**config.mk**
```make
export PLATFORM = sky130hd
export DESIGN_NAME = regfile_write_ctrl_flat
export DESIGN_NICKNAME = d
export VERILOG_FILES = /design/src/rtl/regfile_write_ctrl_if.sv /design/src/rtl/regfile_write_ctrl.sv /design/src/flat_wrapper.sv
export SDC_FILE = /design/constraint.sdc
export NUM_CORES = 1
export LEC_CHECK = 0
export BUFFER_PORTS_ARGS = -buffer_cell sky130_fd_sc_hd__buf_2
export CAP_MARGIN = 0
export CORE_UTILIZATION = 56
export CTS_BUF_LIST = sky130_fd_sc_hd__clkbuf_8 sky130_fd_sc_hd__clkbuf_16
export DETAILED_ROUTE_END_ITERATION = 6
export GPL_TIMING_DRIVEN = 0
export PLACE_DENSITY_LB_ADDON = 0.2
export SETUP_SLACK_MARGIN = 0.02
export SKIP_LAST_GASP = 1
export SLEW_MARGIN = 25
export SYNTH_ARGS = -nofsm -noshare
export SYNTH_HDL_FRONTEND = slang
export SYNTH_SLANG_ARGS = --single-unit
```
**constraint.sdc**
```tcl
create_clock -name clk -period 3.3 [get_ports clk]
set_input_delay 0.33 -clock clk [delete_from_list [all_inputs] [get_ports clk]]
set_output_delay 0.33 -clock clk [all_outputs]
set_load 0.005 [all_outputs]
```
**src/rtl/regfile_write_ctrl_if.sv**
```systemverilog
// Write-port bundle for the register file controller: pipeline writeback, debug requester,
// and the register-file write port with status flags.
interface regfile_write_ctrl_if #(
   parameter int unsigned ADDR_W = 3,
   parameter int unsigned DATA_W = 8
);
   logic              init_req;
   logic              wb_we;
   logic [ADDR_W-1:0] wb_addr;
   logic [DATA_W-1:0] wb_data;
   logic              dbg_req;
   logic [ADDR_W-1:0] dbg_addr;
   logic [DATA_W-1:0] dbg_data;
   logic              dbg_gnt;
   logic              rf_we;
   logic [ADDR_W-1:0] rf_addr;
   logic [DATA_W-1:0] rf_data;
   logic              init_busy;
   logic              pipe_stall;

   // Requesters (pipeline + debug) drive the request side.
   modport master (
      output init_req, wb_we, wb_addr, wb_data, dbg_req, dbg_addr, dbg_data,
      input  dbg_gnt, rf_we, rf_addr, rf_data, init_busy, pipe_stall
   );

   // The controller serves requests and owns the register-file write port.
   modport slave (
      input  init_req, wb_we, wb_addr, wb_data, dbg_req, dbg_addr, dbg_data,
      output dbg_gnt, rf_we, rf_addr, rf_data, init_busy, pipe_stall
   );
endinterface

```
**src/rtl/regfile_write_ctrl.sv**
```systemverilog
// Single write-port owner for the register file: default-load sequencer after reset/init_req,
// WB-priority arbitration against a debug requester, and a starvation stall for debug.
module regfile_write_ctrl #(
   parameter int unsigned NUM_REGS = 8,
   parameter int unsigned ADDR_W   = 3,
   parameter int unsigned DATA_W   = 8,
   parameter int unsigned MAX_WAIT = 4
) (
   input logic                 clk,
   input logic                 reset,
   regfile_write_ctrl_if.slave bus
);

   localparam int unsigned WaitW = $clog2(MAX_WAIT + 1);

   typedef enum logic [1:0] {
      StInit,
      StRun,
      StStarve
   } state_e;

   state_e            state_q, state_d;
   logic [ADDR_W-1:0] init_cnt_q, init_cnt_d;
   logic [WaitW-1:0]  wait_cnt_q, wait_cnt_d;
   logic              rf_we_q, rf_we_d;
   logic [ADDR_W-1:0] rf_addr_q, rf_addr_d;
   logic [DATA_W-1:0] rf_data_q, rf_data_d;
   logic              dbg_gnt_q, dbg_gnt_d;
   logic              init_busy_q, init_busy_d;
   logic              pipe_stall_q, pipe_stall_d;

   logic              dbg_pending;
   logic              init_last;
   logic [WaitW-1:0]  wait_inc;

   // A request seen during the grant cycle is the requester's turnaround, not a new request.
   assign dbg_pending = bus.dbg_req & ~dbg_gnt_q;
   assign init_last   = (init_cnt_q == ADDR_W'(NUM_REGS - 1));
   assign wait_inc    = (wait_cnt_q == WaitW'(MAX_WAIT)) ? wait_cnt_q
                                                         : wait_cnt_q + WaitW'(1);

   always_comb begin
      state_d      = state_q;
      init_cnt_d   = init_cnt_q;
      wait_cnt_d   = wait_cnt_q;
      rf_we_d      = 1'b0;
      rf_addr_d    = rf_addr_q;
      rf_data_d    = rf_data_q;
      dbg_gnt_d    = 1'b0;
      init_busy_d  = 1'b0;
      pipe_stall_d = 1'b0;

      if ((state_q != StInit) && bus.init_req) begin
         // Restart the default load; a same-cycle WB write still lands, debug waits.
         state_d      = StInit;
         init_cnt_d   = '0;
         wait_cnt_d   = '0;
         init_busy_d  = 1'b1;
         pipe_stall_d = 1'b1;
         if (bus.wb_we) begin
            rf_we_d   = 1'b1;
            rf_addr_d = bus.wb_addr;
            rf_data_d = bus.wb_data;
         end
      end else begin
         unique case (state_q)
            StInit: begin
               rf_we_d      = 1'b1;
               rf_addr_d    = init_cnt_q;
               rf_data_d    = DATA_W'(init_cnt_q);
               init_cnt_d   = init_cnt_q + ADDR_W'(1);
               // Busy/stall stay up until the edge after the last init write.
               init_busy_d  = 1'b1;
               pipe_stall_d = 1'b1;
               if (init_last) begin
                  state_d = StRun;
               end
            end

            StRun: begin
               if (bus.wb_we) begin
                  rf_we_d   = 1'b1;
                  rf_addr_d = bus.wb_addr;
                  rf_data_d = bus.wb_data;
                  if (dbg_pending) begin
                     wait_cnt_d = wait_inc;
                     if (wait_inc == WaitW'(MAX_WAIT)) begin
                        state_d      = StStarve;
                        pipe_stall_d = 1'b1;
                     end
                  end else if (!bus.dbg_req) begin
                     wait_cnt_d = '0;
                  end
               end else if (dbg_pending) begin
                  rf_we_d    = 1'b1;
                  rf_addr_d  = bus.dbg_addr;
                  rf_data_d  = bus.dbg_data;
                  dbg_gnt_d  = 1'b1;
                  wait_cnt_d = '0;
               end else if (!bus.dbg_req) begin
                  wait_cnt_d = '0;
               end
            end

            StStarve: begin
               if (bus.wb_we) begin
                  // WB during stall is a requester bug; honour it and keep stalling.
                  rf_we_d      = 1'b1;
                  rf_addr_d    = bus.wb_addr;
                  rf_data_d    = bus.wb_data;
                  pipe_stall_d = 1'b1;
               end else if (dbg_pending) begin
                  rf_we_d    = 1'b1;
                  rf_addr_d  = bus.dbg_addr;
                  rf_data_d  = bus.dbg_data;
                  dbg_gnt_d  = 1'b1;
                  wait_cnt_d = '0;
                  state_d    = StRun;
               end else begin
                  wait_cnt_d = '0;
                  state_d    = StRun;
               end
            end

            default: begin
               state_d      = StInit;
               init_cnt_d   = '0;
               wait_cnt_d   = '0;
               init_busy_d  = 1'b1;
               pipe_stall_d = 1'b1;
            end
         endcase
      end
   end

   always_ff @(posedge clk or negedge reset) begin
      if (!reset) begin
         state_q      <= StInit;
         init_cnt_q   <= '0;
         wait_cnt_q   <= '0;
         rf_we_q      <= 1'b0;
         rf_addr_q    <= '0;
         rf_data_q    <= '0;
         dbg_gnt_q    <= 1'b0;
         init_busy_q  <= 1'b1;
         pipe_stall_q <= 1'b1;
      end else begin
         state_q      <= state_d;
         init_cnt_q   <= init_cnt_d;
         wait_cnt_q   <= wait_cnt_d;
         rf_we_q      <= rf_we_d;
         rf_addr_q    <= rf_addr_d;
         rf_data_q    <= rf_data_d;
         dbg_gnt_q    <= dbg_gnt_d;
         init_busy_q  <= init_busy_d;
         pipe_stall_q <= pipe_stall_d;
      end
   end

   assign bus.rf_we      = rf_we_q;
   assign bus.rf_addr    = rf_addr_q;
   assign bus.rf_data    = rf_data_q;
   assign bus.dbg_gnt    = dbg_gnt_q;
   assign bus.init_busy  = init_busy_q;
   assign bus.pipe_stall = pipe_stall_q;

`ifndef SYNTHESIS
   a_gnt_writes : assert property (@(posedge clk) disable iff (!reset) dbg_gnt_q |-> rf_we_q);
   a_busy_stall : assert property (@(posedge clk) disable iff (!reset) init_busy_q |-> pipe_stall_q);
`endif

endmodule
```
**src/flat_wrapper.sv**
```systemverilog
// flat-port wrapper written by rule: the top's interface ports become plain ports
module regfile_write_ctrl_flat 
#(
   parameter int unsigned NUM_REGS = 8,
   parameter int unsigned ADDR_W   = 3,
   parameter int unsigned DATA_W   = 8,
   parameter int unsigned MAX_WAIT = 4
)
  (clk, reset, bus_init_req, bus_wb_we, bus_wb_addr, bus_wb_data, bus_dbg_req, bus_dbg_addr, bus_dbg_data, bus_dbg_gnt, bus_rf_we, bus_rf_addr, bus_rf_data, bus_init_busy, bus_pipe_stall);
  regfile_write_ctrl_if #(.ADDR_W(ADDR_W), .DATA_W(DATA_W)) bus_i ();
  input logic clk;
  input logic reset;
  input wire logic [$bits(bus_i.init_req)-1:0] bus_init_req;
  input wire logic [$bits(bus_i.wb_we)-1:0] bus_wb_we;
  input wire logic [$bits(bus_i.wb_addr)-1:0] bus_wb_addr;
  input wire logic [$bits(bus_i.wb_data)-1:0] bus_wb_data;
  input wire logic [$bits(bus_i.dbg_req)-1:0] bus_dbg_req;
  input wire logic [$bits(bus_i.dbg_addr)-1:0] bus_dbg_addr;
  input wire logic [$bits(bus_i.dbg_data)-1:0] bus_dbg_data;
  output wire logic [$bits(bus_i.dbg_gnt)-1:0] bus_dbg_gnt;
  output wire logic [$bits(bus_i.rf_we)-1:0] bus_rf_we;
  output wire logic [$bits(bus_i.rf_addr)-1:0] bus_rf_addr;
  output wire logic [$bits(bus_i.rf_data)-1:0] bus_rf_data;
  output wire logic [$bits(bus_i.init_busy)-1:0] bus_init_busy;
  output wire logic [$bits(bus_i.pipe_stall)-1:0] bus_pipe_stall;
  assign bus_i.init_req = bus_init_req;
  assign bus_i.wb_we = bus_wb_we;
  assign bus_i.wb_addr = bus_wb_addr;
  assign bus_i.wb_data = bus_wb_data;
  assign bus_i.dbg_req = bus_dbg_req;
  assign bus_i.dbg_addr = bus_dbg_addr;
  assign bus_i.dbg_data = bus_dbg_data;
  assign bus_dbg_gnt = bus_i.dbg_gnt;
  assign bus_rf_we = bus_i.rf_we;
  assign bus_rf_addr = bus_i.rf_addr;
  assign bus_rf_data = bus_i.rf_data;
  assign bus_init_busy = bus_i.init_busy;
  assign bus_pipe_stall = bus_i.pipe_stall;
  regfile_write_ctrl #(.NUM_REGS(NUM_REGS), .ADDR_W(ADDR_W), .DATA_W(DATA_W), .MAX_WAIT(MAX_WAIT)) u_core (.clk(clk), .reset(reset), .bus(bus_i));
endmodule
```
======== Yosys cells after proc, flatten, opt, wreduce, memory -nomap -nowiden ========
Cells that the tools add are included.
storage, ports and cells
  flip-flop bits (word level) ............. 23
  bits in latches ......................... 0
  RAM bits ................................ 0
  ROM bits ................................ 0
  output and inout port bits .............. 15
  word-level logic and storage cells ...... 77
  memories ................................ 0
cells by class
  add/sub/neg operators ................... 2
  multipliers ............................. 0
  divide/modulo/power cells ............... 0
  order comparisons ....................... 0
  equal/unequal tests ..................... 14
  shift-type cells ........................ 0
  mux-type cells .......................... 42
  bitwise operators ....................... 2
  reductions and logical operators ........ 8
operators with widths
  cell                   number
  $mux W3                12
  $mux W8                4
  $pmux W8 S2            1
  $mux W1                13
  $mux W2                6
  $ne A3 B1 Y1 const B   4
  $pmux W3 S2            2
  $eq A3 B3 Y1 const B   3
  $pmux W3 S3            1
  $add A3 B1 Y3 const B  2
  $ne A3 B2 Y1 const B   2
  $pmux W2 S3            1
  $reduce_and A5 Y1      1
  $ne A2 B1 Y1 const B   2
  $pmux W1 S2            2
  $reduce_and A3 Y1      1
  $reduce_bool A3 Y1     1
  $eq A2 B1 Y1 const B   1
  $eq A2 B2 Y1 const B   1
  $logic_not A2 Y1       1
  $ne A2 B2 Y1 const B   1
  $reduce_and A2 Y1      1
  $reduce_bool A2 Y1     1
  $reduce_or A2 Y1       1
  3 further kinds        3

======== Logic depth before layout (Yosys ltp) ========
Gate-level depths: netlist of run 1.
  depth after elaboration ................. 8
  mapped depth ............................ 8
  mapped depth without buffers ............ 6

======== Least setup slack after synthesis of run 1 ========
No wires, ideal clock.
  path kind ............................... reg2reg
  start ................................... reg u_core.state_q[0]
  end ..................................... reg u_core.rf_addr_q[2], in the netlist u_core.bus.rf_addr[2]
  arrival ................................. 1,622 ps
  data required time ...................... 3,175 ps
  slack ................................... 1,553 ps
  stages on the path, launching flop included .. 8
  path buffers ............................ 1
  clock period less this slack ............ 1,747 ps
  cell sequence ........................... dfrtp_1 > inv_1 > ha_1 > and2b_4 > a21oi_1 > o21ai_2 > buf_4 > mux2_2
between the ends
  cells in the longest elaborated chain, start to end .. 4
  elaborated cells between the ends (all ways) .. 12
  classes of those cells .................. eq/ne: 4; mux: 2; reduce/logical: 6
ends and longest elaborated chain
  element                                                                          line                       text
  from (decl)                                                                      regfile_write_ctrl.sv:22   state_e state_q, state_d;
  from (signal assigned)                                                           regfile_write_ctrl.sv:138  state_q <= StInit;
  from (signal assigned)                                                           regfile_write_ctrl.sv:148  state_q <= state_d;
  $eq A2 B1 Y1 (tied with other cells)                                             regfile_write_ctrl.sv:66   unique case (state_q)
  $reduce_or A2 Y1 (no source line) / $logic_and A1 B1 Y1 (equally long branches)  --
  $ne A3 B1 Y1 (no source line) (tied with other cells)                            --
  $reduce_and A3 Y1 (no source line) / $mux W3 (equally long branches)             --
  to (signal assigned)                                                             regfile_write_ctrl.sv:152  rf_addr_q <= rf_addr_d;
  to (decl)                                                                        regfile_write_ctrl.sv:26   logic [ADDR_W-1:0] rf_addr_q, rf_addr_d;
Several ways; a longest one is shown, not always the timed one.
A chain may end at the register's enable or synchronous reset.

======== Worst setup path after layout of run 1 ========
  start ................................... reg u_core.wait_cnt_q[0]
  end ..................................... reg u_core.state_q[0]
between the ends
  cells in the longest elaborated chain, start to end .. 5
  elaborated cells between the ends (all ways) .. 6
  classes of those cells .................. add/sub: 1; eq/ne: 3; mux: 1; reduce/logical: 1
ends and longest elaborated chain
  element                                               line                                                text
  from (decl)                                           regfile_write_ctrl.sv:24                            logic [WaitW-1:0] wait_cnt_q, wait_cnt_d;
  from (signal assigned)                                regfile_write_ctrl.sv:150                           wait_cnt_q <= wait_cnt_d;
  $add A3 B1 Y3 / $eq A3 B3 Y1 (equally long branches)  regfile_write_ctrl.sv:40, regfile_write_ctrl.sv:39
  $mux W3 (*)                                           regfile_write_ctrl.sv:39                            assign wait_inc = (wait_cnt_q == WaitW'(MAX_WAIT)) ? wait_cnt_q
  $eq A3 B3 Y1 (*)                                      regfile_write_ctrl.sv:87                            if (wait_inc == WaitW'(MAX_WAIT)) begin
  $ne A3 B1 Y1 (no source line) (*)                     --
  $reduce_and A5 Y1 (no source line) (*)                --
Mark *: on every way between the ends. The rest lies on a longest branch, timed or not.

==> results of run 1 <==
## cell type report
class                   instances  share of cell area, %
clock buffers                   3                   2.31
plain buffers                   8                   3.36
repair buffers                 41                   11.5
clock inverters                 1                  0.280
flip-flops and latches         23                   32.3
well taps                      30                   2.10
inverters                       8                   1.68
multi-input cells             109                   46.5
## placed cells by master, fill, tap and decap left out, types with 2 or more instances in the layout
cell type	synthesis	routed
a211oi_1	5	5
a21oi_1	6	6
a22o_1	9	9
a31oi_1	2	2
and3b_1	2	2
buf_2	3	44
buf_6	3	3
clkbuf_8	0	3
dfrtp_1	21	21
dfstp_2	2	2
ha_1	9	9
inv_1	8	8
mux2_1	4	4
mux2_2	8	8
mux2i_1	2	2
nand2_1	8	8
nand2b_1	9	9
nor2_1	9	9
nor2b_1	2	2
nor3_1	6	6
o21ai_0	3	3
o22ai_1	2	2
o31ai_1	6	6
## where the power goes
part | switching (mW) | internal, mW
clock | 0.0971 | 0.0845
sequential | 0.0672 | 0.400
combinational | 0.338 | 0.341
total | 0.502 | 0.826
## how the worst max path moves through the flow
stage | start | slack, ns | to | depth (start not counted)
6_report | u_core.wait_cnt_q[0] | 1.37 | u_core.state_q[0] | 6
5_1_grt | u_core.state_q[0] | 1.25 | u_core.bus.rf_data[6] | 7
4_1_cts | u_core.wait_cnt_q[0] | 1.37 | u_core.state_q[0] | 6
3_5_place_dp | u_core.state_q[0] | 1.38 | u_core.bus.rf_addr[2] | 7
3_3_place_gp | u_core.state_q[0] | 1.42 | u_core.bus.rf_addr[2] | 7
2_1_floorplan | u_core.state_q[0] | 1.55 | u_core.bus.rf_addr[2] | 7
## cells by family (layout without fill, tap and decap cells)
kind of cell    count (synthesis)  after routing  synth area share (%)
fa+ha+maj                       9              9                  7.51
simple gates                   45             45                  16.9
flops                          23             23                  38.5
compound gates                 39             39                  19.1
buf+inv                        16             61                  6.00
xor+xnor                        1              1                 0.584
mux                            15             15                  11.3
## synthesized netlist by cell type (2+ instances only)
library cell | count | area [sq um]
mux2_1 | 4 | 45.0
mux2i_1 | 2 | 20.0
a211oi_1 | 5 | 37.5
dfrtp_1 | 21 | 526
o22ai_1 | 2 | 12.5
buf_2 | 3 | 15.0
inv_1 | 8 | 30.0
nand2b_1 | 9 | 56.3
nand2_1 | 8 | 30.0
a22o_1 | 9 | 78.8
nor2b_1 | 2 | 12.5
mux2_2 | 8 | 90.1
a21oi_1 | 6 | 30.0
buf_6 | 3 | 33.8
dfstp_2 | 2 | 52.6
nor3_1 | 6 | 30.0
o31ai_1 | 6 | 45.0
ha_1 | 9 | 113
nor2_1 | 9 | 33.8
o21ai_0 | 3 | 15.0
a31oi_1 | 2 | 12.5
and3b_1 | 2 | 17.5
## sequential cells by signal, indices dropped and copies added (netlist names)
register	cells
u_core.init_cnt_q	3
u_core.bus.dbg_gnt	1
u_core.bus.pipe_stall	1
u_core.state_q	2
u_core.bus.rf_we	1
u_core.bus.init_busy	1
u_core.bus.rf_data	8
u_core.bus.rf_addr	3
u_core.wait_cnt_q	3
## worst max-delay path: cells and delay by family (launching register included)
family | cells | cell delay, ns
buf+inv | 1 | 0.08
simple gates | 1 | 0.18
compound gates | 2 | 0.63
fa+ha+maj | 1 | 0.22
flops | 1 | 0.41
mux | 1 | 0.31
## routing by layer
layer | vias up | GRT usage (%) | share of wire [%]
met5 | - | 0 | 0
met4 | 0 | 7.46 | 0.55
met3 | 4 | 5.65 | 5.3
met2 | 47 | 45.7 | 50
met1 | 615 | 32.4 | 44
li1 | 630 | - | -
==> metrics.md, run 1 <==
| Metric | Value |
|---|---|
| Achievable Freq | between 500 and 600 MHz |
| Standard-cell rows | 18 |
| Worst R2R End | u_core.state_q[0] |
| CTS Hold Bufs | 0 |
| Area of the multi-input gates | 832 sq um |
| Worst Hold Class | primary input to async pin |
| Setup TNS | 0 ns |
| Fillers | about 190 |
| Crit path capture type | flop |
| NumNets Final | 230 |
| I/O pin count | 42 |
| Yosys cell types | just over 40 |
| Largest net degree at the start of global routing | 24 |
| CTS Buf Count | 3 |
| Post-Route Skew | around 0.0048 ns |
| Setup WS post-layout | around 1.4 ns |
| Area taken by flip-flops and latches | approximately 580 sq um |
| Area growth from synthesis to layout | 19.3% |
| Die area | slightly below 3000 sq um |
| Synth Warn # | 0 |
| Status | complete, no violations |
| Sink Count | 23 |
| CTS tree | built |
| # port buffers | 41 |
| DP Area | 1740 sq um |
| Hold Slack | 0.0333 ns |
| Synth Flop Type | dfrtp_1 |
| Diodes inserted | 0 |
| Worst EP arrival | 2.08 ns |
| Mapped Area | 1500 sq um |
| #FFs+latches synth | 23 |
| Non-Filler Instances | ~220 |
| Via-to-Cell Ratio | between 5 and 6 |
| Worst VDD drop | slightly above 0.5 mV |
| Detailed-route via count | about 1300 |
| CP max-delay cell | o31ai_1 |
| Critical Path RT | between 3 and 4 ns |
| Post-synth ARST share | 100% |
| RSZ-0062 raised after global routing | false |
| Final Hold Fails | 0 |
| Height of the die | 53.8 um |
| Mapped Avg Cell Area | 10.1 sq um |
| Clk Latency, worst-skew pair | 0.27 ns |
| Crit Path Class | flop to flop |
| Post-route ant nets | 0 |
| Worst R2R Start | u_core.wait_cnt_q[0] |
| Clock transition at path regs | about 0.09 ns |
| CTS resizes | 0 |
| CP Launch Type | flop |
| Fin crit share | roughly three fifths |
| GP Congestion | roughly 0.8 |
| DP Cell Count | ~220 |
| Root Driver | clkbuf_8 |
| Avg WL per Cell | 15.4 um |
| PwrDens | roughly 740 nW/um^2 |
| Setup-failing EPs final | 0 |
| EDFF count, synth | 0 |
| LEAKAGE | 0.866 nW |
| Max transition margin | about three fifths |
| Post-CTS setup buffer count | 0 |
| Share of cells above drive strength 1 | between 30% and 40% |
| CTS max path bufs | 2 |
| Drt first pass iters | 4 |
| Drt drc | 0 |
| Vias in the first global route | roughly 1200 |
| R2R depth | 6 |
| Final WL | 3440 um |
| Core Area | 2500 sq um |
| Cell Chain, Critical Path | inv_1, ha_1, and2_1, o31ai_1, o211ai_2, mux2_4 |
| Minimum clock period | 1.93 ns |
| Register area share after synthesis | roughly 39% |
| Slew at the pin closest to its max-slew limit | between 0.5 and 0.6 ns |
| Post-route cell area | 1790 sq um |
| Total power | 1.33 mW |
| Initial antenna violation count | 0 |
| Crit-path max cell delay | between 0.4 and 0.5 ns |
| Total gr overflow | 0 |
| Post-Synthesis Cells | roughly 150 |
| H-Tree Depth | 1 |
| Post-Place Worst Slack | between 1 and 1.5 ns |
| Die W | roughly 54 um |
| Slew Viols, Final | 0 |
| Post-DP HPWL | about 2600 um |
| Mapped Nets | 184 |
| FF-to-FF setup slack | 1.37 ns |
| Starting Density | roughly three fifths |
| Finished Core Util | 71.6% |
| MaxCap Viol Count | 0 |
| First-pass GRT wire length | about 5300 um |
| Total GRT Usage | between 20% and 30% |
| DRT iter0 DRCs | 30 |
| Crit-path max FO | 4 |
No activity file was read; power rests on OpenSTA's default activity.
==> run 2: changes to the inputs <==
--- a/config.mk
+++ b/config.mk
@@ -5,9 +5,10 @@
 export SDC_FILE = /design/constraint.sdc
 export NUM_CORES = 1
 export LEC_CHECK = 0
+export ABC_AREA = 1
 export BUFFER_PORTS_ARGS = -buffer_cell sky130_fd_sc_hd__buf_2
 export CAP_MARGIN = 0
-export CORE_UTILIZATION = 56
+export CORE_UTILIZATION = 51
 export CTS_BUF_LIST = sky130_fd_sc_hd__clkbuf_8 sky130_fd_sc_hd__clkbuf_16
 export DETAILED_ROUTE_END_ITERATION = 6
 export GPL_TIMING_DRIVEN = 0
==> constraint.sdc (replaced) <==
create_clock -name clk -period 1.8 [get_ports clk]
set_input_delay 0.18 -clock clk [delete_from_list [all_inputs] [get_ports clk]]
set_output_delay 0.18 -clock clk [all_outputs]
set_load 0.005 [all_outputs]
==> run 2 against run 1 <==
First-iteration DRC count decreased by 37%; worst hold slack gained 0.12 ns; clock-buffer cell count unchanged; global-route usage is 1.8 points lower; power is 95% higher; core utilization is 3.4 points lower; highest routed layer unchanged; routed wire length down 10%; synthesized cell count rose by 25%; combinational power grew 110%; clock skew is 0.0021 ns lower; largest power group unchanged.
==> metrics.md, run 2 <==
| Metric | Value |
|---|---|
| Post-DP HPWL | approximately 2300 um |
| Start point of the critical path | u_core.state_q[0] |
| Mapped Nets | about 220 |
| Met1 GRT Util | between 20% and 30% |
| LEAKAGE | between 0.9 and 1 nW |
| Vias in the first global route | ~1200 |
| Via-to-Cell Ratio | 5.00 |
| Yosys cell types | 23 |
| DP Area | 1660 sq um |
| Hold_sp | bus_wb_data[1] |
| MaxCap Viol Count | 0 |
| Area growth from synthesis to layout | 22.7% |
| Setup TNS | 0 ns |
| Final Hold Fails | 0 |
| Total gr overflow | 0 |
| Fin crit share | between 90 and 100% |
| CTS max path bufs | 2 |
| Crit Path Class | flop to flop |
| Height of the die | 54.7 um |
| Minimum clock period | roughly 1.6 ns |
| Count leader, synth | nand2_1 |
| Area of the multi-input gates | between 700 and 800 sq um |
| RSZ-0062 raised after global routing | false |
| Final WL | around 3000 um |
| Post-route ant nets | 0 |
| Register area share after synthesis | about two fifths |
| Root Driver | clkbuf_8 |
| Synth Flop Type | dfrtp_1 |
| Non-Filler Instances | between 200 and 300 |
| Worst R2R Start | u_core.state_q[0] |
| Mapped Area | between 1000 and 1500 sq um |
| Post-Synthesis Cells | approximately 190 |
| Detailed-route via count | 1316 |
| DRT iter0 DRCs | 19 |
| Drt first pass iters | 6 |
| FF-to-FF setup slack | roughly 0.16 ns |
| DP Cell Count | ~260 |
| H-Tree Depth | 1 |
| Diodes inserted | 0 |
| Critical Path RT | about 2.0 ns |
| Worst Hold Class | primary input to flop |
| Sink Count | 23 |
| Post-route cell area | between 1500 and 2000 sq um |
| PwrDens | around 1500 nW/um^2 |
| Post-synth ARST share | 100% |
| Max reg flops | 8 |
| Share of cells above drive strength 1 | ~27% |
| EDFF count, synth | 0 |
| #FFs+latches synth | 23 |
| Fillers | about 220 |
| Initial antenna violation count | 0 |
| GP Congestion | just under 0.9 |
| Largest net degree at the start of global routing | 24 |
| Crit path capture type | flop |
| First-pass GRT wire length | slightly above 5000 um |
| Max transition margin | ~66% |
| I/O pin count | between 40 and 50 |
| NumNets Final | between 200 and 300 |
| Worst EP arrival | around 1.8 ns |
| Post-Route Skew | approximately 0.0026 ns |
| Clk Latency, worst-skew pair | between 0.2 and 0.3 ns |
| Core Area | between 2000 and 3000 sq um |
| Standard-cell rows | 18 |
| CTS Buf Count | 3 |
| Share of the synthesized area in the top cell type | a little under two fifths |
| R2R depth | 9 |
| Cell taking the most area after synthesis | dfrtp_1 |
| Most frequent cells in the layout | nand2_1, buf_2, dfrtp_1, inv_1, o21ai_0 |
| Most frequent cells after synthesis | nand2_1, dfrtp_1, inv_1 |
| Crit-path max FO | 10 |
| # port buffers | just over 40 |
| Mapped Avg Cell Area | approximately 7.6 sq um |
| Most common cell after layout, fill and taps aside | nand2_1 |
| Drt drc | 0 |
| CTS tree | built |
| Area taken by flip-flops and latches | slightly below 600 sq um |
| Busiest grt layer | met2 |
| Slew at the pin closest to its max-slew limit | about 0.51 ns |
| Achievable Freq | slightly above 600 MHz |
| CP Launch Type | flop |
| Avg WL per Cell | around 12 um |
| Main area contributors after synthesis | dfrtp_1, nand2_1, ha_1, o21ai_0, inv_1 |
| Met2 global-route usage | 40.8% |
| Routing usage on met3 | ~5.3% |
| Setup-failing EPs final | 0 |
| Hold Slack | ~0.15 ns |
| Status | complete, no violations |
| Slew Viols, Final | 0 |
| Die area | 2990 sq um |
| Die W | between 50 and 60 um |
| Worst R2R End | u_core.bus.rf_data[2] |
| Total power | ~2.6 mW |
| Hold Path Stages | 3 |
| Starting Density | a little under three fifths |
| Worst VDD drop | 0.982 mV |
| Worst hold endpoint | u_core.bus.rf_data[1] |
| Synth Warn # | 0 |
| Clock transition at path regs | approximately 0.08 ns |
| Total GRT Usage | between 20 and 25% |
## run 2: changes by cell type after synthesis, sizes merged, moves of 6 or more
cell | previous run | this run
inv | 8 | 20
nand3 | 1 | 9
o211ai | 1 | 7
o31ai | 6 | 0
mux2 | 13 | 0
a22o | 9 | 0
nand2b | 9 | 0
o21ai | 4 | 14
nand2 | 8 | 74
## run 2: worst max path at each step
stage	depth (start not counted)	slack [ns]	endpoint
floorplan	9	0.21	u_core.bus.rf_addr[0]
global placement	9	0.07	u_core.bus.rf_addr[2]
detailed placement	9	0.02	u_core.bus.rf_data[2]
CTS	9	0.09	u_core.bus.rf_data[2]
global route	10	0.01	u_core.bus.rf_addr[2]
finish	9	0.16	u_core.bus.rf_data[2]
## run 2: logic make-up after synthesis
| logic type | count (synthesis) | synth area share (%) |
|---|---|---|
| simple gates | 93 | 26.7 |
| compound gates | 30 | 12.7 |
| buf+inv | 25 | 8.14 |
| flops | 23 | 40.9 |
| fa+ha+maj | 9 | 7.96 |
| mux | 5 | 3.54 |
## run 2: where the power goes
part	leakage [nW]	switching [mW]	internal, mW
sequential	0.291	0.104	0.736
combinational	0.673	0.853	0.564
clock	0.0255	0.173	0.155
## run 2: metrics by stage
step / util [%] / setup WS (ns)
floorplan: - / 0.212
global placement: 65.1 / 0.0722
detailed placement: 65.1 / 0.0170
CTS: 67.9 / 0.0900
global route: 68.2 / 0.0139
finish: 68.2 / 0.156
## run 2: layout make-up
| type | count | area share (%) |
|---|---|---|
| multi-input cells | 137 | 41.8 |
| clock buffers | 3 | 2.38 |
| well taps | 30 | 2.16 |
| inverters | 20 | 4.33 |
| clock inverters | 1 | 0.288 |
| repair buffers | 44 | 13.3 |
| flip-flops and latches | 23 | 33.3 |
| plain buffers | 5 | 2.45 |
## run 2: what timing repair did
action | in CTS | in global routing
gates resized for setup | 0 | 2
hold buffers | 1 | 0
setup endpoints to repair | 2 | 4
endpoints found under the hold margin | 21 | 0
setup buffers | 2 | 0
## run 2: critical path, stage by stage (launching register included)
cell      delay (ns)
dfrtp_1         0.36
inv_1           0.06
ha_1            0.27
clkbuf_4        0.17
inv_2           0.08
nor3_2          0.19
nor2_2          0.08
buf_6           0.14
o211ai_1        0.10
nand2_1         0.07
## run 2: metal layers
| metal | up-vias | share of wire, % |
|---|---|---|
| met5 | - | 0 |
| met4 | 0 | 1.6 |
| met3 | 4 | 4.0 |
| met2 | 28 | 48 |
| met1 | 588 | 47 |
| li1 | 696 | - |
